[src/rtl/twos_negate_seq_if.sv]
// Handshake bundle for twos_negate_seq: operand/mode in, result/overflow out.
// master drives operands and accepts results; slave is the sign unit.
interface twos_negate_seq_if #(
  parameter int WIDTH = 16
);
  logic             in_valid;
  logic             in_ready;
  logic [WIDTH-1:0] in_data;
  logic [1:0]       in_mode;
  logic             out_valid;
  logic             out_ready;
  logic [WIDTH-1:0] out_data;
  logic             out_ovf;

  modport master (
    output in_valid, in_data, in_mode, out_ready,
    input  in_ready, out_valid, out_data, out_ovf
  );

  modport slave (
    input  in_valid, in_data, in_mode, out_ready,
    output in_ready, out_valid, out_data, out_ovf
  );
endinterface

[src/rtl/twos_negate_seq.sv]
// Multi-cycle two's-complement sign unit: pass/negate/abs/negabs,
// CHUNK bits per cycle LSB first with a registered carry.
module twos_negate_seq #(
  parameter int WIDTH    = 16,
  parameter int CHUNK    = 4,
  parameter bit SATURATE = 1'b1
) (
  input logic clk,
  input logic rst_n,
  twos_negate_seq_if.slave bus
);
  localparam int NCHUNK = WIDTH / CHUNK;
  localparam int CW = (NCHUNK > 1) ? $clog2(NCHUNK) : 1;
  localparam logic [WIDTH-1:0] MIN = {1'b1, {(WIDTH-1){1'b0}}};
  localparam logic [WIDTH-1:0] MAX = ~MIN;
  localparam logic [CW-1:0] LAST = CW'(NCHUNK - 1);

  typedef enum logic [1:0] {IDLE, BUSY, DONE} state_t;

  state_t           state;
  logic [WIDTH-1:0] opnd;
  logic [WIDTH-1:0] res;
  logic [CW-1:0]    cnt;
  logic             inv;
  logic             ovf_pend;
  logic             carry;
  logic             vld;
  logic             ovf;
  logic             accept;
  logic             inv_n;
  logic [CHUNK:0]   sum;

  always_comb begin
    inv_n = 1'b0;
    unique case (bus.in_mode)
      2'b01:   inv_n = 1'b1;
      2'b10:   inv_n = bus.in_data[WIDTH-1];
      2'b11:   inv_n = ~bus.in_data[WIDTH-1];
      default: inv_n = 1'b0;
    endcase
  end

  assign bus.in_ready = (state == IDLE)
                      | ((state == DONE) & bus.out_ready);
  assign accept = bus.in_valid & bus.in_ready;

  // Conditional invert plus carry-in gives -x one chunk at a time
  assign sum = {1'b0, opnd[cnt*CHUNK +: CHUNK] ^ {CHUNK{inv}}}
             + {{CHUNK{1'b0}}, carry};

  assign bus.out_valid = vld;
  assign bus.out_data  = res;
  assign bus.out_ovf   = ovf;

  always_ff @(posedge clk or negedge rst_n) begin
    if (!rst_n) begin
      state    <= IDLE;
      opnd     <= '0;
      res      <= '0;
      cnt      <= '0;
      inv      <= 1'b0;
      ovf_pend <= 1'b0;
      carry    <= 1'b0;
      vld      <= 1'b0;
      ovf      <= 1'b0;
    end else begin
      unique case (state)
        IDLE: ;
        BUSY: begin
          res[cnt*CHUNK +: CHUNK] <= sum[CHUNK-1:0];
          carry <= sum[CHUNK];
          if (cnt == LAST) begin
            cnt   <= '0;
            state <= DONE;
            vld   <= 1'b1;
            ovf   <= ovf_pend;
            if (SATURATE && ovf_pend) res <= MAX;
          end else begin
            cnt <= cnt + 1'b1;
          end
        end
        DONE: begin
          if (bus.out_ready) begin
            vld   <= 1'b0;
            ovf   <= 1'b0;
            state <= IDLE;
          end
        end
        default: state <= IDLE;
      endcase
      // Accept overrides the DONE->IDLE return for back-to-back operands
      if (accept) begin
        opnd     <= bus.in_data;
        inv      <= inv_n;
        ovf_pend <= inv_n & (bus.in_data == MIN);
        carry    <= inv_n;
        cnt      <= '0;
        state    <= BUSY;
      end
    end
  end
endmodule

[src/flat_wrapper.sv]
// flat-port wrapper written by rule: the top's interface ports become plain ports
module twos_negate_seq_flat 
#(
  parameter int WIDTH    = 16,
  parameter int CHUNK    = 4,
  parameter bit SATURATE = 1'b1
)
  (clk, rst_n, bus_in_valid, bus_in_data, bus_in_mode, bus_out_ready, bus_in_ready, bus_out_valid, bus_out_data, bus_out_ovf);
  twos_negate_seq_if #(.WIDTH(WIDTH)) bus_i ();
  input logic clk;
  input logic rst_n;
  input wire logic [$bits(bus_i.in_valid)-1:0] bus_in_valid;
  input wire logic [$bits(bus_i.in_data)-1:0] bus_in_data;
  input wire logic [$bits(bus_i.in_mode)-1:0] bus_in_mode;
  input wire logic [$bits(bus_i.out_ready)-1:0] bus_out_ready;
  output wire logic [$bits(bus_i.in_ready)-1:0] bus_in_ready;
  output wire logic [$bits(bus_i.out_valid)-1:0] bus_out_valid;
  output wire logic [$bits(bus_i.out_data)-1:0] bus_out_data;
  output wire logic [$bits(bus_i.out_ovf)-1:0] bus_out_ovf;
  assign bus_i.in_valid = bus_in_valid;
  assign bus_i.in_data = bus_in_data;
  assign bus_i.in_mode = bus_in_mode;
  assign bus_i.out_ready = bus_out_ready;
  assign bus_in_ready = bus_i.in_ready;
  assign bus_out_valid = bus_i.out_valid;
  assign bus_out_data = bus_i.out_data;
  assign bus_out_ovf = bus_i.out_ovf;
  twos_negate_seq #(.WIDTH(WIDTH), .CHUNK(CHUNK), .SATURATE(SATURATE)) u_core (.clk(clk), .rst_n(rst_n), .bus(bus_i));
endmodule
[config.mk]
export PLATFORM = sky130hd
export DESIGN_NAME = twos_negate_seq_flat
export DESIGN_NICKNAME = d
export VERILOG_FILES = /design/src/rtl/twos_negate_seq_if.sv /design/src/rtl/twos_negate_seq.sv /design/src/flat_wrapper.sv
export SDC_FILE = /design/constraint.sdc
export NUM_CORES = 1
export LEC_CHECK = 0
export BUFFER_PORTS_ARGS = -buffer_cell sky130_fd_sc_hd__buf_2
export CAP_MARGIN = 0
export CORE_MARGIN = 5
export CORE_UTILIZATION = 54
export CTS_CLUSTER_DIAMETER = 40
export DETAILED_ROUTE_END_ITERATION = 7
export GPL_ROUTABILITY_DRIVEN = 0
export PLACE_DENSITY_LB_ADDON = 0.25
export SYNTH_ARGS = -nofsm -noshare
export SYNTH_HDL_FRONTEND = slang
export SYNTH_SLANG_ARGS = --single-unit
[constraint.sdc]
create_clock -name clk -period 3.5 [get_ports clk]
set_input_delay 0.7 -clock clk [delete_from_list [all_inputs] [get_ports clk]]
set_output_delay 0.7 -clock clk [all_outputs]
set_load 0.02 [all_outputs]
==> run_results.csv <==
group,metric,value,unit
synthesis,synth_edf_count,0,
timing,post-route-period-util,0.788,
synthesis,synth-simple-area-share,0.228,
grt,grt_pass1_wl,7740,microns
drt,wl,4570,microns
drt,postRouteAntennaNets,0,
synthesis,synth_xor_area_frac,0.0293,
critical_path,cp_slowest_cell,"mux4_1",
drt,drt-initial-drc-count,108,
drt,routed-via-count,1688,
layout,fin_util,0.651,
timing,maxSlewHeadroom,0.403,
floorplanning,start_util,0.560,
pwr,p_leak,1.16,nW
critical_path,crit_path_start_kind,"register",
cts,clockBufferDepth,2,
grt,grt_max_degree,42,
floorplanning,io_pins,41,
floorplanning,fp.dieW,71.6,microns
layout,postLayoutCellArea,2380,sq um
floorplanning,coreArea,3660,sq um
synthesis,synthAdderAreaFrac,0.0488,
pwr,ir_drop,0.429,mV
timing,worst_pin_slew,0.895,ns
synthesis,async_flop_share,1.00,
layout,drive_above_1_share,0.213,
layout,seqCellArea,1030,sq um
critical_path,cp_max_fo,12,
synthesis,synth_nets,247,
critical_path,path_buf_inv,0,
layout,area_delta_synth_final,16.2,%
critical_path,worstPathRequired,3.72,ns
cts,cts.sinks,41,
critical_path,critPathKind,"register to register",
grt,grt.overflow.total,0,
timing,fmax,363,MHz
place,dp_slack,0.739,ns
cts,htreeDepth,2,
synthesis,synth_compound_area_frac,0.121,
grt,grt_pass1_vias,1644,
place,dpl_cell_area,2280,sq um
critical_path,crit_path_max_incr_delay,0.62,ns
synthesis,ys.flop_type,"dfrtp_1",
cts,cts_root_buffer,"clkbuf_8",
job,maxCapViolations,0,
layout,n_fill_cell,327,
place,place_hpwl,3390,microns
timing,setup-violations-final,0,
synthesis,synth_area_per_cell,9.46,sq um
timing,fin_ws,0.742,ns
drt,wire_per_inst,14.9,microns
layout,multiInputGateArea,977,sq um
synthesis,synth_top_family_by_area,"simple AND/OR/NAND/NOR gates",
timing,post-route-min-period,2.76,ns
drt,vias_per_cell,5.52,
drt,first_pass_iters,4,
floorplanning,num_rows,22,
pwr,powerDensity,1020,nW/um^2
status,status,"finished clean",
place,dp_cells,298,
synthesis,synth_seq_cells,41,
synthesis,yosysWarnings,0,
synthesis,syn-cell-area,2050,sq um
grt,antenna_found_initial,0,
synthesis,syn_inst,217,
cts,clock_latency,0.30,ns
layout,finalNonFillerCells,306,
drt,route.detailed.drc,0,
critical_path,endpoint_kind,"register",
floorplanning,dieArea,5130,sq um
critical_path,crit_arrival,2.98,ns
place,io_buffer_count,40,
critical_path,cp_cell_sequence,"mux4_1, xor2_1, ha_1, ha_1, xnor2_1, xnor2_1, a21oi_1, nor2_1, a2bb2oi_1",
min_path,min_path_type,"register to register",
timing,rsz0062_at_grt,"false",
cts,ctsHoldBuffers,0,
grt,grtUsageTotal,0.193,
timing,slew_viol_final,0,
synthesis,ys_types,35,
synthesis,muxShareOfSynthArea,0.0494,
timing,finalHoldViolCount,0,
cts,tritoncts,"yes",
timing,skew,0.00595,ns
cts,cts_post_setup_buffers_inserted,0,
cts,cts.repair.resized,0,
timing,fin_tns_setup,0,ns
cts,cts.clk_slew.worst_paths,0.08,ns
layout,n_antenna_cell,0,
synthesis,ys_seq_area_frac,0.500,
cts,cts_buffers,5,
critical_path,cpLargestDelayFamily,"multiplexers",
floorplanning,fp.dieH,71.6,microns
layout,nets,287,
[sequential cells by signal, indices dropped and copies added, names as in the netlist]
signal / flops
u_core.bus.out_data: 16
u_core.bus.out_valid: 1
u_core.carry: 1
u_core.cnt: 2
u_core.state: 2
u_core.inv: 1
u_core.ovf_pend: 1
u_core.opnd: 16
u_core.bus.out_ovf: 1
[through the flow]
stage               hold slack (ns)  power (mW)
finish                        0.477        2.44
global route                  0.492        2.65
CTS                           0.480        2.45
detailed placement            0.461        2.11
global placement              0.456        2.08
floorplan                     0.404        1.76
[cell type report]
type | instances | share of cell area
clock buffers | 7 | 0.0404
clock inverters | 1 | 0.00210
inverters | 3 | 0.00472
multi-input cells | 165 | 0.410
flip-flops and latches | 41 | 0.430
well taps | 48 | 0.0252
repair buffers | 41 | 0.0871
[synthesized netlist by cell type (all sizes together), types with 4 or more instances]
cell / n / area share
clkbuf: 7 / 0.013
dfrtp: 41 / 0.50
a32oi: 6 / 0.026
o21ai: 5 / 0.012
nand2: 78 / 0.14
nor2: 12 / 0.022
ha: 8 / 0.049
a21oi: 12 / 0.029
xor2: 4 / 0.021
mux4: 4 / 0.049
[worst register-to-register path: cells and delay by family, from the launching register on]
kind | cells | cell delay [ns]
adder cells (fa/ha/maj) | 2 | 0.45
XOR/XNOR | 3 | 0.61
flip-flops | 1 | 0.59
multiplexers | 1 | 0.62
AO/OA/AOI/OAI | 2 | 0.31
AND/OR/NAND/NOR | 1 | 0.12
[report_power, final]
group / switching [mW] / total (mW) / internal, mW
logic: 0.773 / 1.26 / 0.488
clock network: 0.162 / 0.340 / 0.178
registers: 0.160 / 0.842 / 0.682
[per-layer routing]
layer	track usage	vias up	wire, microns
met5	0	-	0
met4	0.0772	0	73
met3	0.0421	8	272
met2	0.301	43	2120
met1	0.263	813	2100
li1	-	824	-
[layout by cell type (no fill, tap or decap), drive strengths merged, types with 3 or more instances in the layout]
| cell | count |
|---|---|
| xor2 | 4 |
| nand2b | 3 |
| inv | 3 |
| nor3 | 3 |
| o21ai | 5 |
| a21oi | 12 |
| mux4 | 4 |
| a2bb2oi | 3 |
| a22oi | 3 |
| clkbuf | 7 |
| buf | 41 |
| ha | 8 |
| a32oi | 6 |
| o22ai | 3 |
| nor4 | 3 |
| nand2 | 78 |
| dfrtp | 41 |
| nor2 | 12 |
| nor2b | 3 |
[cell families (layout without fill, tap and decap cells)]
kind of cell    count (synthesis)  count (layout)
compound gates                 37              37
xor+xnor                        6               6
fa+ha+maj                       8               8
buf+inv                        11              52
flops                          41              41
mux                             4               4
simple gates                  110             110
[final timing paths]
kind / end / from / depth (start not counted) / slack, ns
worst min-delay path: u_core.opnd[14] / u_core.opnd[14] / 2 / 0.48
worst max register to register: u_core.bus.out_data[2] / u_core.cnt[0] / 9 / 0.74
worst min register to register: u_core.opnd[14] / u_core.opnd[14] / 2 / 0.48
max in group asynchronous: u_core.bus.out_data[9] / rst_n / 1 / 2.41
worst max-delay path: u_core.bus.out_data[2] / u_core.cnt[0] / 9 / 0.74
min in group asynchronous: u_core.bus.out_valid / rst_n / 1 / 0.53
No activity file was read; power rests on OpenSTA's default activity.
